`src/rtl/branch_pkg.sv`:
```
// Shared types and constants for the RV32I branch sequencer.
// Optional BLT/BGE/BLTU/BGEU support is enabled by defining BRANCH_EXT_EN.
package branch_pkg;

  localparam logic [6:0] OPC_BRANCH = 7'b1100011;

  localparam logic [2:0] F3_BEQ  = 3'b000;
  localparam logic [2:0] F3_BNE  = 3'b001;
  localparam logic [2:0] F3_BLT  = 3'b100;
  localparam logic [2:0] F3_BGE  = 3'b101;
  localparam logic [2:0] F3_BLTU = 3'b110;
  localparam logic [2:0] F3_BGEU = 3'b111;

  typedef enum logic [2:0] {
    IDLE,
    READ,
    EXEC,
    DONE,
    ERR
  } state_t;

  // B-type immediate: scattered fields, bit 0 implicitly zero, sign from bit 31.
  function automatic logic [31:0] b_imm(input logic [31:0] instr);
    return {{19{instr[31]}}, instr[31], instr[7], instr[30:25], instr[11:8], 1'b0};
  endfunction

endpackage

```
`src/rtl/b_target_gen.sv`:
```
// Combinational branch evaluation: condition, taken target and fall-through PC.
// Signed/unsigned compares are built only when BRANCH_EXT_EN is defined.
module b_target_gen
  import branch_pkg::*;
#(
  parameter int unsigned PC_STEP = 4
) (
  input  logic [31:0] pc,
  input  logic [31:0] instr,
  input  logic [31:0] rd1,
  input  logic [31:0] rd2,
  output logic        cond,
  output logic [31:0] target,
  output logic [31:0] fall
);

  // Register addresses and opcode are consumed by the sequencer, not here.
  logic unused_instr_bits;
  assign unused_instr_bits = ^{instr[24:15], instr[6:0]};

  always_comb begin
    target = pc + b_imm(instr);
    fall   = pc + 32'(PC_STEP);
    cond   = 1'b0;
    case (instr[14:12])
      F3_BEQ:  cond = (rd1 == rd2);
      F3_BNE:  cond = (rd1 != rd2);
`ifdef BRANCH_EXT_EN
      F3_BLT:  cond = ($signed(rd1) <  $signed(rd2));
      F3_BGE:  cond = ($signed(rd1) >= $signed(rd2));
      F3_BLTU: cond = (rd1 <  rd2);
      F3_BGEU: cond = (rd1 >= rd2);
`endif
      default: cond = 1'b0;
    endcase
  end

endmodule

```
`src/rtl/branch_seq.sv`:
```
// Multicycle branch sequencer: accept, read RF operands, evaluate, strobe PC update.
// Define BRANCH_EXT_EN to accept BLT/BGE/BLTU/BGEU in addition to BEQ/BNE.
module branch_seq
  import branch_pkg::*;
#(
  parameter int unsigned RF_TIMEOUT = 15,
  parameter int unsigned PC_STEP    = 4
) (
  input  logic        clk,
  input  logic        rst,
  input  logic        instr_valid,
  output logic        instr_ready,
  input  logic [31:0] instruction,
  input  logic [31:0] pc,
  output logic        rf_req,
  output logic [4:0]  rf_a1,
  output logic [4:0]  rf_a2,
  input  logic        rf_ack,
  input  logic [31:0] rf_rd1,
  input  logic [31:0] rf_rd2,
  output logic        pc_we,
  output logic [31:0] pc_next,
  output logic        taken,
  output logic        err
);

  localparam int CNT_W = $clog2(RF_TIMEOUT + 1);

  state_t             state_q, state_d;
  logic [31:0]        instr_q, instr_d;
  logic [31:0]        pc_q, pc_d;
  logic [31:0]        rd1_q, rd1_d;
  logic [31:0]        rd2_q, rd2_d;
  logic [CNT_W-1:0]   cnt_q, cnt_d;
  logic               taken_q, taken_d;
  logic [31:0]        pc_next_q, pc_next_d;

  logic               cond;
  logic [31:0]        target;
  logic [31:0]        fall;

  function automatic logic f3_ok(input logic [2:0] f3);
`ifdef BRANCH_EXT_EN
    return f3 inside {F3_BEQ, F3_BNE, F3_BLT, F3_BGE, F3_BLTU, F3_BGEU};
`else
    return f3 inside {F3_BEQ, F3_BNE};
`endif
  endfunction

  b_target_gen #(
    .PC_STEP (PC_STEP)
  ) u_target_gen (
    .pc     (pc_q),
    .instr  (instr_q),
    .rd1    (rd1_q),
    .rd2    (rd2_q),
    .cond   (cond),
    .target (target),
    .fall   (fall)
  );

  always_comb begin
    // NOTE: every target gets its hold value first so no path can infer a latch.
    state_d   = state_q;
    instr_d   = instr_q;
    pc_d      = pc_q;
    rd1_d     = rd1_q;
    rd2_d     = rd2_q;
    cnt_d     = cnt_q;
    taken_d   = taken_q;
    pc_next_d = pc_next_q;

    case (state_q)
      IDLE: begin
        cnt_d = '0;
        if (instr_valid) begin
          instr_d = instruction;
          pc_d    = pc;
          if (instruction[6:0] == OPC_BRANCH && f3_ok(instruction[14:12])) state_d = READ;
          else                                                            state_d = ERR;
        end
      end
      READ: begin
        // An ack arriving on the final allowed cycle still wins over the timeout.
        if (rf_ack) begin
          rd1_d   = rf_rd1;
          rd2_d   = rf_rd2;
          state_d = EXEC;
        end else begin
          cnt_d = cnt_q + CNT_W'(1);
          if (cnt_d == CNT_W'(RF_TIMEOUT)) state_d = ERR;
        end
      end
      EXEC: begin
        taken_d   = cond;
        pc_next_d = cond ? target : fall;
        state_d   = DONE;
      end
      DONE:    state_d = IDLE;
      ERR:     state_d = IDLE;
      default: state_d = IDLE;
    endcase
  end

  // NOTE: state registers use non-blocking assignments so all flops update together.
  always_ff @(posedge clk or posedge rst) begin
    if (rst) begin
      state_q   <= IDLE;
      instr_q   <= '0;
      pc_q      <= '0;
      rd1_q     <= '0;
      rd2_q     <= '0;
      cnt_q     <= '0;
      taken_q   <= 1'b0;
      pc_next_q <= '0;
    end else begin
      state_q   <= state_d;
      instr_q   <= instr_d;
      pc_q      <= pc_d;
      rd1_q     <= rd1_d;
      rd2_q     <= rd2_d;
      cnt_q     <= cnt_d;
      taken_q   <= taken_d;
      pc_next_q <= pc_next_d;
    end
  end

  assign instr_ready = (state_q == IDLE);
  assign rf_req      = (state_q == READ);
  assign pc_we       = (state_q == DONE);
  assign err         = (state_q == ERR);
  assign rf_a1       = instr_q[19:15];
  assign rf_a2       = instr_q[24:20];
  assign taken       = taken_q;
  assign pc_next     = pc_next_q;

endmodule

```
`config.mk`:
```
export PLATFORM = sky130hd
export DESIGN_NAME = branch_seq
export DESIGN_NICKNAME = d
export VERILOG_FILES = /design/src/rtl/branch_pkg.sv /design/src/rtl/b_target_gen.sv /design/src/rtl/branch_seq.sv
export SDC_FILE = /design/constraint.sdc
export NUM_CORES = 1
export LEC_CHECK = 0
export ABC_AREA = 0
export CAP_MARGIN = 40
export CORE_MARGIN = 1
export CORE_UTILIZATION = 35
export CTS_CLUSTER_DIAMETER = 30
export DETAILED_ROUTE_END_ITERATION = 8
export SLEW_MARGIN = 20
export SYNTH_ARGS = -nofsm -noshare
export SYNTH_HDL_FRONTEND = slang
export SYNTH_SLANG_ARGS = --single-unit
```
`constraint.sdc`:
```
create_clock -name clk -period 6.3 [get_ports clk]
set_input_delay 1.26 -clock clk [delete_from_list [all_inputs] [get_ports clk]]
set_output_delay 1.26 -clock clk [all_outputs]
set_load 0.1 [all_outputs]
```
# ---- Yosys cells after proc, flatten, opt, wreduce, memory -nomap -nowiden
# Index checks and enable logic that the tools add are counted.
dict set report op_classes {
  add_sub_neg 3
  multipliers 0
  div_mod_pow 0
  order_cmp 0
  n_eq_ne 13
  shift 0
  mux 9
  n_bitwise 0
  reduce_logical 10
}
# op n
set ops {}
lappend ops {{32-bit by 3-bit adder with 32-bit output, second input constant} 1}
lappend ops {{32-bit adder} 1}
lappend ops {{32-bit == test} 1}
lappend ops {{32-bit 2-to-1 mux} 1}
lappend ops {{32-bit inequality test} 1}
lappend ops {{3-bit 2-to-1 mux} 4}
lappend ops {{3-bit by 1-bit == test with 1-bit output, second input constant} 3}
lappend ops {{3-bit logical NOT} 3}
lappend ops {{3-bit case mux with 3 select lines} 1}
lappend ops {{4-bit case mux with 2 select lines} 1}
lappend ops {{2-bit AND reduction} 4}
lappend ops {{7-bit == test, second input constant} 1}
lappend ops {{3-bit by 2-bit == test with 1-bit output, second input constant} 2}
lappend ops {{4-bit by 1-bit adder with 4-bit output, second input constant} 1}
lappend ops {{4-bit == test, second input constant} 1}
lappend ops {{4-bit 2-to-1 mux} 1}
lappend ops {{2-bit inequality test, second input constant} 2}
lappend ops {{2-bit nonzero test} 2}
lappend ops {{3-bit == test, second input constant} 1}
lappend ops {{3-bit by 1-bit inequality test with 1-bit output, second input constant} 1}
lappend ops {{1-bit case mux with 2 select lines} 1}
lappend ops {{1-bit logical AND} 1}
dict set report word_totals {
  register_bits 168
  latchBits 0
  mem_bits_rw 0
  rom_bits 0
  inputBits 132
  out_inout_bits 47
  elab_cells 43
  mem_count 0
}

# ---- Logic depth before layout (Yosys ltp)
# Gate-level depths: netlist of the first run.
dict set report logic_depth {
  word_depth 6
  ltp_mapped 13
  mapped_depth_nobuf 13
}

# ---- Hierarchy
# A second synthesis of the first run with hierarchy kept.
dict set report unflattened {
  hier_cells 840
  hier_area_um2 9658.0
}
# mod n_inst cells_each area_per_inst_um2 seq_area_each_um2
set modules_own_cells {}
lappend modules_own_cells {branch_seq 1 472 7081.8 4204.0}
lappend modules_own_cells {b_target_gen 1 368 2576.2 0.0}

# ---- Least setup slack after synthesis of the first run
# No wires, ideal clock.
dict set report synth_path {
  path_type {register to register}
  start {register state_q[1]}
  end {register rd1_q[0]}
  setup_time_ns 0.125
  t_arrival_ns 4.006
  required_ns 6.175
  path_slack_ns 2.169
  path_stages_with_launch 7
  path_buffers 3
  synth_period_minus_slack_ns 4.131
  path_cell_list {dfrtp_1 clkbuf_1 nor3b_1 and2_1 clkbuf_1 buf_2 mux2_2}
}
dict set report synth_via {
  elab_chain_len 2
}
# item line_no
set synth_lines {}
lappend synth_lines {{from (decl)} branch_seq.sv:29} ;# state_t state_q, state_d;
lappend synth_lines {{from (signal assigned)} branch_seq.sv:117} ;# state_q <= state_d;
lappend synth_lines {{3-bit by 1-bit == test with 1-bit output} n/a}
lappend synth_lines {{via rf_req} branch_seq.sv:15} ;# output logic rf_req,
lappend synth_lines {{2-bit AND reduction (no line)} n/a}
lappend synth_lines {{to (signal assigned)} branch_seq.sv:120} ;# rd1_q <= rd1_d;
lappend synth_lines {{to (decl)} branch_seq.sv:32} ;# logic [31:0] rd1_q, rd1_d;
# The timed path passes the listed nets, and every way through them passes these cells.
# A chain may end at the register's enable or synchronous reset.

# ---- Worst setup path in the final report of the first run
dict set report layout_path {
  start {register state_q[1]}
  end {output port instr_ready}
}
dict set report layout_via {
  elab_chain_len 1
}
# item line_no
set layout_lines {}
lappend layout_lines {{3-bit logical NOT} branch_seq.sv:128} ;# assign instr_ready = (state_q == IDLE);
lappend layout_lines {{to (decl)} branch_seq.sv:12} ;# output logic instr_ready,
# Every way passes these cells.

==> results of run 1 <==
worst max path at each step:
stage          slack [ns]          end  cells past startpoint         from
2_1_floorplan        0.69     cnt_q[0]                      1          rst
3_3_place_gp         2.93  instr_ready                      3   state_q[1]
3_5_place_dp         2.93  instr_q[23]                      4  instr_valid
4_1_cts              2.85  instr_ready                      4   state_q[1]
5_1_grt              2.79  instr_ready                      4   state_q[1]
6_report             2.87  instr_ready                      4   state_q[1]
power breakdown:
part	switching [mW]	internal (mW)	leakage [nW]
registers	0.445	1.53	1.97
logic	2.74	2.12	3.01
clock network	0.516	0.546	0.300
cell usage in the layout (no fill, tap or decap), types with 13 or more instances in the layout:
cell,synthesis,layout
a21o_1,13,13
a21oi_1,43,43
buf_8,0,41
clkbuf_16,0,17
clkdlybuf4s50_1,0,178
dfrtp_1,161,161
ha_1,33,33
mux2_2,119,119
nand2_1,67,66
nand3_1,22,22
nor2_1,50,50
o21ai_0,45,45
xnor2_1,21,21
xor2_1,67,67
worst max-delay path: cells and delay by family, from the launching register on:
kind / cells / cell delay, ns
buffers and inverters: 3 / 0.83
DFF: 1 / 0.46
and+or+nand+nor: 1 / 0.46
cells by family (layout without fill, tap and decap cells):
family	Yosys count	in the layout
other cells	0	2
flops	161	161
simple gates	204	204
fa+ha+maj	34	34
compound gates	152	152
xor+xnor	88	88
buf+inv	57	276
mux	122	122
routing by layer:
metal  vias up  share of wire  routed length, µm
met5         -              0                  0
li1       3321              -                  -
met4         0          0.011                230
met3        12          0.047                989
met2       138           0.50              10600
met1      3223           0.44               9360
sequential cells by signal, indices dropped and copies added (netlist names):
register / cells
rd1_q: 32
state_q: 3
cnt_q: 4
pc_next: 32
instr_q: 25
pc_q: 32
taken: 1
rd2_q: 32
layout make-up:
| class | count | area share |
|---|---|---|
| timing repair buffer | 232 | 0.216 |
| inverter | 12 | 0.00407 |
| clock inverter | 15 | 0.0171 |
| multi-input combinational | 600 | 0.368 |
| clock buffer | 17 | 0.0346 |
| tap | 324 | 0.0329 |
| sequential | 161 | 0.327 |
| antenna | 2 | 0.000407 |
==> summary.txt, run 1 <==
Final period util - 0.544
Largest stage delay, worst path - 0.52 ns
worst reg-to-reg setup slack - 3.10 ns
placed cell count - 1,328
Post-DRT Antenna Nets - 0
final wirelength - 21.2 mm
Rows - 57
synthesized flop and latch total - 161
CTS tree - built
DRT iter0 DRCs - 205
starting density of the core - 0.360
post-synthesis simple-gate area fraction - 0.111
Seq. cell area - 4030 µm²
# nets final - 1,190
worst r2r src - instr_q[31]
CP required - 5.04 ns
syn_area_per_cell - 10.8 µm²
die width - 161 µm
Die H - 161 µm
met3 Usage GRT - 0.0462
count leader, synth - dfrtp_1
Hold Path Sink - pc_next[0]
DIE AREA - 25,900 µm²
Leakage - 5.28 nW
worst skew pair latency - 0.43 ns
slowest CP cell - clkdlybuf4s50_1
gpl congestion - 0.853
Clock Skews - 0.0157 ns
Vias - 6,694
first-pass GRT wire length - 35.8 mm
Setup WS pre-CTS - 2.93 ns
M1 GR Usage - 0.215
Register-to-Register Path Depth - 11
Multi-input gate area - 4530 µm²
met2 usage - 0.297
placed cell areas - 11,600 µm²
power per cell area - 641 nW/µm²
EDFF count, synth - 0
WS Path Type - flip-flop to output pin
H-tree lvl count - 4
Worst VDD drop - 454 µV
clk slew on worst S/H paths - 0.07 ns
# DRC - 0
mux cell area share after synthesis - 0.155
main combinational cell family by area after synthesis - multiplexers
Crit Reg-Reg Endpoint - pc_next[31]
synth cell count leaders - dfrtp_1, mux2_2, nand2_1, xor2_1, nor2_1
Post-synth ARST share - 1.00
sequential-to-total area share from yosys stat - 0.456
post-layout util - 0.502
Remaining Overflow, GRT - 0
core area - 24,500 µm²
Max clock buf depth - 2
drt wl/cell - 15.5 µm
Crit. End Element - output pin
Synth Area in Adders - 0.0490
number of hold buffers added after CTS - 0
Design Area, Final - 12,300 µm²
yosys warns - 0
Max Freq - 292 MHz
Synthesized Nets - 984
vias in the first global route - 6,989
Final Power - 7.89 mW
Mapped Cells - 818
drt pass-1 iters - 4
Most Crowded Layer GR - met2
Port Buffers - 178
post-synthesis xor/xnor area fraction - 0.0873
fin cells - 1,363
worst-path fanout max - 9
endpoints failing hold - 0
CTS Root Buffer Type - clkbuf_16
Area Growth Syn to Fin - 39.3%
crit path DAT - 2.17 ns
Area contributors post-synth - dfrtp_1, mux2_2, xor2_1
total I/O pin count - 179
HP Class - flip-flop to flip-flop
placed wire-length estimate - 15.9 mm
Post CTS Setup Buffer Count - 0
largest net degree at the start of global routing - 65
CTS sink count - 161
hold-critical path depth - 2
Synth top area share - 0.456
post_cts resized - 0
Fin Hold WS - 0.476 ns
setup TNS - 0 ns
gr usage total - 0.174
fin crit period - 3.43 ns
unrepaired setup endpoints after global routing - false
Final Setup Violations - 0
Top FF cell, synth - dfrtp_1
TritonCTS buffer count - 17
max-slew violations - 0
status - finished, final reports clean
DR vias/cell - 4.91
Compound-Gate Fraction of Synth Area - 0.108
final setup margin - 2.87 ns
share of post-route cells with drive strength above 1 - 0.214
area leader, netlist - dfrtp_1
Hold Crit Start - pc_q[0]
reported max-cap violation count - 0
initial antenna violation count - 2
CP Launch Type - flip-flop
Yosys cell types - 61
crit path cell chain - or3_1 -> inv_1 -> clkdlybuf4s50_1 -> buf_8
Fillers - 2,254
Worst slew margin - 0.452
Slew @ Worst Pin - 0.822 ns
Post-Syn Area - 8830 µm²
Power figures use the tool's default switching activity.
==> run 2, diff against run 1 <==
- clock period: 6.3 -> 2.85 ns (I/O delays scaled with it)
==> run 2 against run 1 <==
Compared with the run above: sequential cell count is the same; clock skew shrank 0.0019 ns; non-clock buffer count shrank 10; critical endpoint is now pc_next[31].
==> summary.txt, run 2 (synthesized netlist as in run 1, its figures left out) <==
status - finished, final reports clean
CP Launch Type - flip-flop
CTS sink count - 161
Max Freq - 365 MHz
Vias - 6,656
unrepaired setup endpoints after global routing - true
CP required - 3.15 ns
Max clock buf depth - 2
# nets final - 1,180
WS Path Type - flip-flop to flip-flop
final wirelength - 21.9 mm
Crit. End Element - flip-flop
drt wl/cell - 16.2 µm
HP Class - flip-flop to flip-flop
TritonCTS buffer count - 17
max-slew violations - 0
DRT iter0 DRCs - 330
Slew @ Worst Pin - 0.519 ns
CTS tree - built
DIE AREA - 25,900 µm²
gpl congestion - 0.903
share of post-route cells with drive strength above 1 - 0.269
placed wire-length estimate - 16.1 mm
Port Buffers - 178
worst reg-to-reg setup slack - 0.11 ns
Final Setup Violations - 0
ANT cells - 0
initial antenna violation count - 0
DR vias/cell - 4.93
largest net degree at the start of global routing - 85
reported max-cap violation count - 0
CTS Root Buffer Type - clkbuf_16
fin crit period - 2.74 ns
die width - 161 µm
gr usage total - 0.175
Area Growth Syn to Fin - 33.6%
Remaining Overflow, GRT - 0
worst skew pair latency - 0.44 ns
commonest non-fill, non-tap cell in the layout - dfrtp_1
Clock Skews - 0.0138 ns
starting density of the core - 0.360
worst-path fanout max - 3
H-tree lvl count - 4
Fin Hold WS - 0.474 ns
endpoints failing hold - 0
crit path DAT - 3.04 ns
Die H - 161 µm
vias in the first global route - 6,751
Worst slew margin - 0.653
core area - 24,500 µm²
# DRC - 0
clk slew on worst S/H paths - 0.08 ns
Fillers - 2,341
Rows - 57
first-pass GRT wire length - 35.9 mm
Final period util - 0.961
commonest non-fill, non-tap cells in the layout - dfrtp_1, clkdlybuf4s50_1, mux2_2, buf_4, xor2_1
total I/O pin count - 179
drt pass-1 iters - 6
Post-DRT Antenna Nets - 0
==> run 2: cell types whose count changed in the layout (fill, tap and decap cells not counted), sizes merged <==
cell           delta
buf              +37
clkdlybuf4s50    -47
clkinv            -5
diode             -2
inv               +5
==> run 2: final cells by class <==
cell class                      instances  area [µm²]  area share
Clock buffer                           17         425      0.0360
Clock inverter                         15         226      0.0192
Inverter                               12        48.8     0.00413
Multi-Input combinational cell        600        4590       0.389
Sequential cell                       161        4030       0.341
Tap cell                              324         405      0.0344
Timing Repair Buffer                  222        2070       0.176
==> run 2: worst max-delay path, cell delays in order, from the launching register on <==
cell       delay (ns)
dfrtp_1          0.40
ha_2             0.19
inv_2            0.06
fa_2             0.23
nor2b_4          0.05
o2111ai_2        0.17
nand3_2          0.12
a22oi_2          0.20
a21oi_2          0.12
o211a_1          0.25
or4_1            0.40
a31o_1           0.20
xnor2_1          0.15
o21ai_1          0.07
==> run 2: path summary, 6_finish.rpt <==
kind | startpoint | end | cells after the start
worst max-delay path | pc_q[1] | pc_next[31] | 13
worst min-delay path | pc_q[0] | pc_next[0] | 2
worst max register to register | pc_q[1] | pc_next[31] | 13
worst min register to register | pc_q[0] | pc_next[0] | 2
max in group asynchronous | rst | instr_q[31] | 3
min in group asynchronous | rst | rd2_q[18] | 2
==> run 2: routing by layer <==
layer,vias up,part of all wire,global-route usage
met5,-,0,0
met4,0,0.014,0.0502
met3,19,0.042,0.0385
met2,136,0.47,0.279
met1,3208,0.47,0.238
li1,3293,-,-
==> run 2: through the flow <==
step | util | area (µm²) | cells | setup TNS [ns] | setup WS [ns]
floorplan | - | 8850 | 818 | -12.18 | -0.203
global placement | 0.450 | 11000 | 1313 | 0 | 0.0995
detailed placement | 0.450 | 11000 | 1313 | 0 | 0.0626
CTS | 0.477 | 11700 | 1345 | 0 | 0.0336
global route | 0.481 | 11800 | 1351 | -0.0934 | -0.0599
finish | 0.481 | 11800 | 1351 | 0 | 0.111
==> run 2: timing repair <==
item                                    4_1_cts  5_1_grt
buffers inserted                              0        6
gates resized for setup                       0       18
hold buffers                                  0        0
endpoints found under the setup margin        0       10
Power of run 2 is left out: the tool's default activity adds up to more than one toggle a clock period on the data nets, which glitch-free logic cannot reach.
==> run 3, diff against run 2 <==
- SLEW_MARGIN: 20 -> 10
==> results of run 3 <==
The final DEF is identical to that of run 2; final timing and power are the same.
Power of run 3 is left out for the same reason.
